===== config.mk =====
export PLATFORM = sky130hd
export DESIGN_NAME = key_step_conditioner
export DESIGN_NICKNAME = d
export VERILOG_FILES = /design/src/rtl/key_pkg.sv /design/src/rtl/key_debounce.sv /design/src/rtl/key_step_conditioner.sv
export SDC_FILE = /design/constraint.sdc
export NUM_CORES = 1
export LEC_CHECK = 0
export CAP_MARGIN = 20
export CORE_MARGIN = 5
export CORE_UTILIZATION = 40
export CTS_BUF_LIST = sky130_fd_sc_hd__clkbuf_16
export DETAILED_ROUTE_END_ITERATION = 6
export PLACE_DENSITY = 0.6
export SLEW_MARGIN = 40
export SYNTH_ARGS = -nofsm -noshare
export SYNTH_HDL_FRONTEND = slang
export SYNTH_SLANG_ARGS = --single-unit

===== constraint.sdc =====
create_clock -name CLOCK_50 -period 3.2 [get_ports CLOCK_50]
set_input_delay 0.64 -clock CLOCK_50 [delete_from_list [all_inputs] [get_ports CLOCK_50]]
set_output_delay 0.64 -clock CLOCK_50 [all_outputs]
set_load 0.005 [all_outputs]

===== src/rtl/key_pkg.sv =====
// Shared types and 50 MHz timing defaults for the board key conditioner.
package key_pkg;

    localparam int DEF_DEBOUNCE_CYCLES = 1_000_000;
    localparam int DEF_REPEAT_DELAY    = 25_000_000;
    localparam int DEF_REPEAT_RATE     = 10_000_000;

    typedef enum logic [1:0] {
        ST_IDLE,
        ST_DELAY,
        ST_REPEAT
    } step_state_e;

    typedef struct packed {
        logic db;
        logic press;
        logic rel;
    } key_evt_t;

endpackage


===== src/rtl/key_debounce.sv =====
// Synchronises and debounces one active-low key.
// Emits registered one-cycle press/release strobes.
module key_debounce
    import key_pkg::*;
#(
    parameter int DEBOUNCE_CYCLES = DEF_DEBOUNCE_CYCLES
) (
    input  logic     clk,
    input  logic     rst_n,
    input  logic     key,
    output key_evt_t evt
);

    localparam int CW = $clog2(DEBOUNCE_CYCLES) + 1;
    localparam logic [CW-1:0] CNT_END = CW'(DEBOUNCE_CYCLES - 1);

    logic          sync1;
    logic          sync2;
    logic          db;
    logic          press;
    logic          rel;
    logic [CW-1:0] cnt;

    always_ff @(posedge clk or negedge rst_n) begin
        if (!rst_n) begin
            sync1 <= 1'b1;
            sync2 <= 1'b1;
            db    <= 1'b1;
            cnt   <= '0;
            press <= 1'b0;
            rel   <= 1'b0;
        end else begin
            sync1 <= key;
            sync2 <= sync1;
            press <= 1'b0;
            rel   <= 1'b0;
            if (sync2 != db) begin
                if (cnt == CNT_END) begin
                    db    <= sync2;
                    cnt   <= '0;
                    press <= ~sync2;
                    rel   <= sync2;
                end else begin
                    cnt <= cnt + 1'b1;
                end
            end else begin
                cnt <= '0;
            end
        end
    end

    assign evt = '{db: db, press: press, rel: rel};

endmodule


===== src/rtl/key_step_conditioner.sv =====
// Turns KEY_STEP/KEY_DIR into clean step/direction events
// for the LED ring shifter, with optional step auto-repeat.
module key_step_conditioner
    import key_pkg::*;
#(
    parameter int DEBOUNCE_CYCLES = DEF_DEBOUNCE_CYCLES,
    parameter int REPEAT_DELAY    = DEF_REPEAT_DELAY,
    parameter int REPEAT_RATE     = DEF_REPEAT_RATE
) (
    input  logic CLOCK_50,
    input  logic RESET_N,
    input  logic KEY_STEP,
    input  logic KEY_DIR,
    output logic step_pulse,
    output logic dir_pulse,
    output logic dir,
    output logic step_held
);

    localparam int DW   = $clog2(REPEAT_DELAY) + 1;
    localparam int RW   = $clog2(REPEAT_RATE) + 1;
    localparam int RC_W = (DW > RW) ? DW : RW;

    localparam bit RPT_EN = (REPEAT_DELAY > 0);
    localparam logic [RC_W-1:0] DLY_END =
        RC_W'(RPT_EN ? REPEAT_DELAY - 1 : 0);
    localparam logic [RC_W-1:0] RATE_END = RC_W'(REPEAT_RATE - 1);

    key_evt_t step_evt;
    key_evt_t dir_evt;

    step_state_e     state_q;
    step_state_e     state_d;
    logic [RC_W-1:0] rc_q;
    logic [RC_W-1:0] rc_d;
    logic            step_d;

    logic unused_dir_evt;

    key_debounce #(
        .DEBOUNCE_CYCLES(DEBOUNCE_CYCLES)
    ) u_step_db (
        .clk  (CLOCK_50),
        .rst_n(RESET_N),
        .key  (KEY_STEP),
        .evt  (step_evt)
    );

    key_debounce #(
        .DEBOUNCE_CYCLES(DEBOUNCE_CYCLES)
    ) u_dir_db (
        .clk  (CLOCK_50),
        .rst_n(RESET_N),
        .key  (KEY_DIR),
        .evt  (dir_evt)
    );

    // Only the press edge matters for the direction toggle.
    assign unused_dir_evt = ^{dir_evt.db, dir_evt.rel};

    always_ff @(posedge CLOCK_50 or negedge RESET_N) begin
        if (!RESET_N) begin
            state_q <= ST_IDLE;
            rc_q    <= '0;
        end else begin
            state_q <= state_d;
            rc_q    <= rc_d;
        end
    end

    // Release wins over any simultaneous count expiry.
    always_comb begin
        state_d = state_q;
        rc_d    = rc_q;
        step_d  = 1'b0;
        if (step_evt.rel) begin
            state_d = ST_IDLE;
            rc_d    = '0;
        end else begin
            unique case (state_q)
                ST_IDLE: begin
                    if (step_evt.press) begin
                        step_d  = 1'b1;
                        rc_d    = '0;
                        state_d = ST_DELAY;
                    end
                end
                ST_DELAY: begin
                    if (RPT_EN) begin
                        if (rc_q == DLY_END) begin
                            step_d  = 1'b1;
                            rc_d    = '0;
                            state_d = ST_REPEAT;
                        end else begin
                            rc_d = rc_q + 1'b1;
                        end
                    end
                end
                ST_REPEAT: begin
                    if (rc_q == RATE_END) begin
                        step_d = 1'b1;
                        rc_d   = '0;
                    end else begin
                        rc_d = rc_q + 1'b1;
                    end
                end
                default: begin
                    state_d = ST_IDLE;
                    rc_d    = '0;
                end
            endcase
        end
    end

    always_ff @(posedge CLOCK_50 or negedge RESET_N) begin
        if (!RESET_N) begin
            step_pulse <= 1'b0;
            dir_pulse  <= 1'b0;
            dir        <= 1'b0;
            step_held  <= 1'b0;
        end else begin
            step_pulse <= step_d;
            dir_pulse  <= dir_evt.press;
            step_held  <= ~step_evt.db;
            if (dir_evt.press) begin
                dir <= ~dir;
            end
        end
    end

endmodule

======== Word-level counts from Yosys, hierarchy flattened ========
Cells that the tools add are included.
storage, ports and cells
  register bits ........................... 83
  bits of input ports ..................... 4
  output and inout bits ................... 4
  word-level logic and storage cells ...... 63
cells by class
  $add $sub $neg .......................... 3
  equality and inequality tests ........... 11
  multiplexer cells ....................... 24
  bitwise gates (word level) .............. 4
  reduce and logical (&&, ||, !) cells .... 4
operators with widths
  operator                                                                 count
  26-bit 2-to-1 mux                                                        4
  21-bit 2-to-1 mux                                                        4
  26-bit one-hot mux with 3 select lines                                   1
  21-bit by 1-bit adder with 21-bit output, second input constant          2
  21-bit by 20-bit equality test with 1-bit output, second input constant  2
  26-bit by 1-bit adder with 26-bit output, second input constant          1
  26-bit by 24-bit equality test with 1-bit output, second input constant  1
  26-bit by 25-bit equality test with 1-bit output, second input constant  1
  1-bit 2-to-1 mux                                                         10
  2-bit 2-to-1 mux                                                         3
  2-bit one-hot mux with 3 select lines                                    1
  1-bit inverter                                                           4
  2-bit AND reduction                                                      2
  3-bit by 1-bit inequality test with 1-bit output, second input constant  1
  3-bit by 2-bit inequality test with 1-bit output, second input constant  1
  1-bit one-hot mux with 3 select lines                                    1
  3-bit AND reduction                                                      1
  2-bit by 1-bit equality test with 1-bit output, second input constant    1
  2-bit equality test, second input constant                               1
  2-bit logical NOT                                                        1
  1-bit inequality test                                                    2
  2-bit by 1-bit inequality test with 1-bit output, second input constant  1

======== Longest topological paths before layout ========
Gate-level depths: netlist of the first run.
  depth in word-level cells ............... 4
  mapped depth ............................ 9
  depth with buffers taken out ............ 7

======== By module ========
A second synthesis of the first run with hierarchy kept.
unflattened totals
  cells, all modules ...................... 460
  area, all modules ....................... 4,428.0 um2
modules (own cells, without submodules)
  module                instances  cells an instance  area each (um2)  sequential area each (um2)
  key_debounce          2          124                1,268.7          654.4
  key_step_conditioner  1          212                1,890.6          800.8

======== Least setup slack after synthesis of the first run ========
Ideal clock, no wire load.
  path type ............................... register to register
  from .................................... register rc_q[0]
  to ...................................... register rc_q[13]
  setup time .............................. 121 ps
  data arrival time ....................... 1,901 ps
  data required time ...................... 3,079 ps
  setup slack ............................. 1,178 ps
  stages on the path, launching flop included .. 8
  path buffers ............................ 2
  period minus slack after synthesis ...... 2,022 ps
  cell sequence ........................... dfrtp_1 ha_1 nand4_1 o41ai_4 a21oi_2 buf_6 buf_6 a22o_1
between the ends
  cells in the longest elaborated chain, start to end .. 4
  elaborated cells on any way between the ends .. 7
  classes of those cells .................. add/sub: 1; eq/ne: 2; mux: 4
ends and longest elaborated chain
  element                                                                 line                                                     text
  start, declared                                                         key_step_conditioner.sv:34                               logic [RC_W-1:0] rc_q;
  start signal, assigned                                                  key_step_conditioner.sv:67                               rc_q <= rc_d;
  26-bit by 1-bit adder with 26-bit output, or another cell as far along  key_step_conditioner.sv:95, key_step_conditioner.sv:104
  26-bit 2-to-1 mux, on equally long branches                             key_step_conditioner.sv:100, key_step_conditioner.sv:90
  26-bit one-hot mux with 3 select lines *                                key_step_conditioner.sv:80                               unique case (state_q)
  26-bit 2-to-1 mux *                                                     key_step_conditioner.sv:76                               if (step_evt.rel) begin
Mark *: on every way between the ends. The rest lies on a longest branch, timed or not.
A chain may end at the register's enable or synchronous reset.

======== Final worst setup path of the first run ========
  from .................................... register state_q[0]
  to ...................................... register rc_q[17]
between the ends
  cells in the longest elaborated chain, start to end .. 3
  elaborated cells on any way between the ends .. 6
  classes of those cells .................. eq/ne: 3; mux: 2; reduce/logical: 1
ends and longest elaborated chain
  element                                            line                        text
  start, declared                                    key_step_conditioner.sv:32  step_state_e state_q;
  start signal, assigned                             key_step_conditioner.sv:66  state_q <= state_d;
  2-bit equality test, or another cell as far along  key_step_conditioner.sv:80
  26-bit one-hot mux with 3 select lines             key_step_conditioner.sv:80
  26-bit 2-to-1 mux                                  key_step_conditioner.sv:76
Several ways; a longest one is shown, not always the timed one.

==> results of run 1 <==
-- where the power goes --
part | switching, uW | internal (uW) | leakage [uW]
Sequential | 8.54 | 1060 | 0.00113
Clock | 420 | 761 | 0.000167
Combinational | 31.8 | 10.1 | 0.000657
-- final cells by class --
type                       instances  area (um2)  share of cell area (%)
sequential                        83        2080                    43.9
multi-input combinational        323        2010                    42.4
clock buffer                       9         225                    4.75
tap                              136         170                    3.59
clock inverter                     7         116                    2.45
timing repair buffer              11         104                    2.19
inverter                           9        33.8                   0.712
-- per-stage QoR --
stage / total power (uW) / util [%] / worst slack [ps]
after global placement: 1130 / 42.6 / 705
after floorplan: 1100 / - / 1180
after CTS: 2320 / 45.9 / 615
final: 2290 / 46.0 / 614
after detailed placement: 1130 / 42.6 / 646
after global routing: 2370 / 46.0 / 444
-- metal layers --
metal / routed length [um] / vias to the layer above / GRT usage, % / share of wire [%]
met3: 233 / 4 / 4.06 / 2.9
met5: 0 / - / 0 / 0
met4: 60 / 0 / 2.88 / 0.76
met1: 3910 / 1473 / 17.4 / 49
met2: 3710 / 33 / 21.9 / 47
li1: - / 1532 / - / -
-- logic make-up after synthesis --
logic type	after synthesis	synth area share [%]
AOI/OAI and AO/OA	54	9.18
muxes	4	1.04
xor gates and xnor gates	41	8.50
buffers and inverters	26	3.08
and+or+nand+nor	215	26.2
adders and majority gates	9	2.66
DFF	83	49.3
-- worst reg2reg max path, cell delays in order (launching register included) --
cell and delay (ps):
dfrtp_1 400, inv_1 100, ha_1 290, nor2b_1 210, nand2_1 110, a21oi_2 510
buf_4 350, or3b_2 460, nand3_1 90
-- sequential cells by signal, summed over array words and instances (netlist names), 2 cells and up --
signal         cells
rc_q              26
u_step_db.cnt     21
u_dir_db.cnt      21
state_q            2
-- cells in the mapped netlist (all sizes together), types with 2 or more instances --
| cell type | n | share of area, % |
|---|---|---|
| or2 | 3 | 0.44 |
| nor4 | 6 | 1.2 |
| a22o | 4 | 0.83 |
| nand2 | 41 | 3.6 |
| xor2 | 20 | 4.1 |
| xnor2 | 21 | 4.4 |
| nor2 | 62 | 5.6 |
| ha | 9 | 2.7 |
| nand4 | 18 | 3.0 |
| or3b | 2 | 0.41 |
| a41oi | 4 | 0.83 |
| and4 | 4 | 0.83 |
| mux2 | 3 | 0.80 |
| buf | 8 | 1.5 |
| dfstp | 6 | 3.7 |
| dfrtp | 77 | 46 |
| a21oi | 10 | 1.3 |
| nor2b | 3 | 0.44 |
| nor4b | 4 | 0.98 |
| clkbuf | 9 | 0.83 |
| nand2b | 4 | 0.59 |
| nor3 | 14 | 1.7 |
| inv | 9 | 0.80 |
| and3 | 13 | 1.9 |
| nor3b | 4 | 0.83 |
| nand3 | 36 | 4.6 |
| o21ai | 8 | 0.95 |
| a31oi | 19 | 2.8 |
-- how the worst max path moves through the flow --
stage / to / slack (ps) / cells past startpoint
final: rc_q[17] / 610 / 8
after global routing: rc_q[17] / 440 / 8
after CTS: rc_q[17] / 620 / 8
after detailed placement: rc_q[17] / 650 / 7
after global placement: rc_q[17] / 700 / 7
after floorplan: rc_q[13] / 1180 / 7
==> results.cfg, run 1 <==
[final_layout]
num_antenna_cells = 0
final_cell_count_no_fill = 578
nNetsFinal = 450
most-common-layout-cells = 77 x dfrtp_1, 61 x nor2_1, 41 x nand2_1
drive_above_1_share_pct = 9.73
layout_commonest_cell = dfrtp_1
syn_to_final_growth_pct = 12.3
fin_area_um2 = 4750
fill_cells = 956

[floorplanning]
dieArea_um2 = 12700
io_pins = 8
num_rows = 37
die_h_um = 113
chipWidth_um = 113
initial_utilization_pct = 40.9
core_area_um2 = 10300

[clock_tree]
htree_num_levels = 3
cts_made_buffers = 9
clkSlewWorstSetupHoldPaths_ps = 60
clk_path_buf_depth = 2
post_cts_buffers = 0
root_buffer = clkbuf_16
cts_tree = yes
hold_buffers = 0
clk_latency_ps = 330
ctsResizeCount = 0
clkSinkCount = 83

[routing]
dr_total_vias = 3042
finalWirelength_um = 7910
drt-wirelength-per-cell_um = 13.7
ant_nets = 0
drc = 0
drt-initial-drc-count = 152
vias_per_cell = 5.26
drt_pre_antenna_iters = 4

[critical_path]
critPathKind = flop to flop
cpPeakStageDelay_ps = 510
required_ps = 3470
cp.arrival_ps = 2850
worstReg2RegStart = state_q[0]
end_kind = flop
worst_path_max_delay_cell = a21oi_2
ff2ff_path_depth = 8
r2r_end = rc_q[17]
start_kind = flop
cp_max_fo = 21
crit_start = state_q[0]
crit_family = simple AND/OR/NAND/NOR gates
crit_chain = inv_1 -> ha_1 -> nor2b_1 -> nand2_1 -> a21oi_2 -> buf_4 -> or3b_2 -> nand3_1
cp_num_buf_inv = 2
rrSetupSlack_ps = 610

[sta]
drv_slew = 0
hold_ws_ps = 321
worstMarginPinSlew_ps = 669
finalSetupViolCount = 0
setup_tns_ps = 0
rsz0062_at_grt = no
fmax_mhz = 387
final.min_clock_period_ps = 2590
relSlewSlack_pct = 55.4
hold_viol = 0
clock-skew-final_ps = 5.57
period_share_pct = 80.8

[placement]
port_buffers = 7
dp_cells = 562
gp_congestion = 0.903
placed_cell_area_um2 = 4400
hpwl_um = 5300

[global_routing]
grt_pass1_vias = 3044
grt_antenna_before_repair = 0
grt.overflow.total = 0
grt_pass1_wl_um = 14100
gr-usage-all-layers_pct = 13.3
grt_max_degree = 84

[synth]
yosysSeqAreaShare_pct = 49.3
ys.flop_type = dfrtp_1
synth_edf_count = 0
synth_cell_types = 50
synth_area_um2 = 4230
postSynthCellCount = 432
synth_nets = 445
ys_warn_count = 0
async_flop_share_pct = 100
synth-seq-cells = 83
syn_area_per_cell_um2 = 9.78

[status]
status = completed

[power]
pwr_density_cell_nw_per_um2 = 483
ir_worst_vdd_mv = 0.311
leakage_uw = 0.00195

[min_path]
hold_path_class = input port to async pin

[run]
drv_cap = 0
No activity file was read; power rests on OpenSTA's default activity.
==> run 2: changes to the inputs <==
clock period = 2.6 ns   (was 3.2 ns; I/O delays follow)
==> run 2 against run 1 <==
  * Non-clock buffer count rose by 4
  * Core utilization fell by 0.097 points
  * Final cell count rose by 0.69%
  * Combinational power rose by 38%
  * First-iteration DRC count rose by 32%
  * Critical path depth fell by 1
==> results.cfg, run 2 (same netlist as run 1, synthesis figures left out) <==
[critical_path]
crit_family = compound AO/OA/AOI/OAI gates
ff2ff_path_depth = 7
r2r_end = rc_q[24]
start_kind = flop
worst_path_max_delay_cell = dfrtp_1
crit_chain = ha_1 -> nand4_1 -> o41ai_4 -> a21oi_2 -> buf_4 -> and3_1 -> a221o_1
end_kind = flop
cp_max_fo = 20
crit_start = rc_q[0]
critPathKind = flop to flop
cpPeakStageDelay_ps = 460
worstReg2RegStart = rc_q[0]
required_ps = 2820
rrSetupSlack_ps = 350
cp.arrival_ps = 2480
cp_num_buf_inv = 1

[clock_tree]
hold_buffers = 0
ctsResizeCount = 0
clk_path_buf_depth = 2
cts_made_buffers = 9
root_buffer = clkbuf_16
htree_num_levels = 3
clkSinkCount = 83
cts_tree = yes
clk_latency_ps = 340
clkSlewWorstSetupHoldPaths_ps = 60
post_cts_buffers = 0

[global_routing]
met3_usage_pct = 3.80
grt_max_degree = 47
top_usage_layer = met2
grt_pass1_wl_um = 14700
gr-usage-all-layers_pct = 14.0
grt_antenna_before_repair = 0
grt_pass1_vias = 3169
use_met1_pct = 18.1
use_met2_pct = 22.6
grt.overflow.total = 0

[final_layout]
multi_input_area_um2 = 2010
most-common-layout-cells = 77 x dfrtp_1, 61 x nor2_1, 41 x nand2_1
fill_cells = 946
top_regs = rc_q (26), u_dir_db.cnt (21), u_step_db.cnt (21)
final-seq-area_um2 = 2080
syn_to_final_growth_pct = 12.0
layout_commonest_cell = dfrtp_1
num_antenna_cells = 0
largest_register = rc_q
utilization_pct = 45.9
nNetsFinal = 454
largest_reg_flops = 26
drive_above_1_share_pct = 10.3

[sta]
worstMarginPinSlew_ps = 608
final.min_clock_period_ps = 2250
hold_viol = 0
fmax_mhz = 444
relSlewSlack_pct = 59.5
finalSetupViolCount = 0
period_share_pct = 86.7
setup_tns_ps = 0
hold_ws_ps = 201
rsz0062_at_grt = no
drv_slew = 0
clock-skew-final_ps = 6.18

[power]
leakage_uw = 0.00195
ir_worst_vdd_mv = 0.366
pwr_density_cell_nw_per_um2 = 557

[status]
status = completed

[placement]
hpwl_um = 5430
gp_congestion = 0.831
port_buffers = 7

[run]
drv_cap = 0

[floorplanning]
die_h_um = 113
dieArea_um2 = 12700
initial_utilization_pct = 40.9
num_rows = 37
core_area_um2 = 10300
chipWidth_um = 113
io_pins = 8

[routing]
ant_nets = 0
drt-initial-drc-count = 201
drc = 0
finalWirelength_um = 8000
vias_per_cell = 5.38
drt-wirelength-per-cell_um = 13.7
drt_pre_antenna_iters = 4
dr_total_vias = 3131

[min_path]
hold_path_class = input port to async pin
run 2: cell types whose count changed in the layout (fill, tap and decap cells not counted):
cell,delta
buf_12,+1
buf_4,+4
bufinv_16,-2
clkbuf_8,-1
clkinv_1,-1
clkinv_2,-1
clkinv_4,-1
clkinvlp_4,+2
inv_1,+2
inv_6,+1
run 2: cell type report:
type                            instances  share of cell area (%)
Clock inverter                          7                    1.48
Multi-Input combinational cell        323                    42.5
Tap cell                              136                    3.59
Timing Repair Buffer                   15                    2.96
Sequential cell                        83                    44.0
Clock buffer                            9                    4.76
Inverter                                9                   0.713
run 2: metrics by stage:
step | power (uW) | std cells | instance area (um2) | worst slack, ps
floorplan | 1360 | 432 | 4230 | 578
global placement | 1400 | 566 | 4440 | 425
detailed placement | 1400 | 566 | 4440 | 363
CTS | 2690 | 582 | 4740 | 344
global route | 2750 | 582 | 4740 | 224
finish | 2640 | 582 | 4740 | 347
run 2: power by group:
group / internal (uW) / switching (uW)
Combinational: 16.7 / 41.2
Sequential: 1300 / 10.6
Clock: 742 / 524
Total: 2060 / 576
run 2: metal layers:
metal / part of all wire, % / wire length, um
met5: 0 / 0
met4: 1.6 / 129
met3: 3.7 / 299
met2: 47 / 3770
met1: 48 / 3800
run 2: worst reg2reg max path, delay by kind of cell (launching register included):
kind                       cells  cell delay (ps)
buffers and inverters          1              210
AOI/OAI and AO/OA              3              780
adders and majority gates      1              310
DFF                            1              460
and+or+nand+nor                2              380
run 2: worst max path at each step:
stage | end | slack [ps] | cells past startpoint
after global routing | rc_q[24] | 220 | 7
after global placement | rc_q[24] | 420 | 7
final | rc_q[24] | 350 | 7
after floorplan | rc_q[13] | 580 | 7
after detailed placement | rc_q[24] | 360 | 7
after CTS | rc_q[24] | 340 | 7
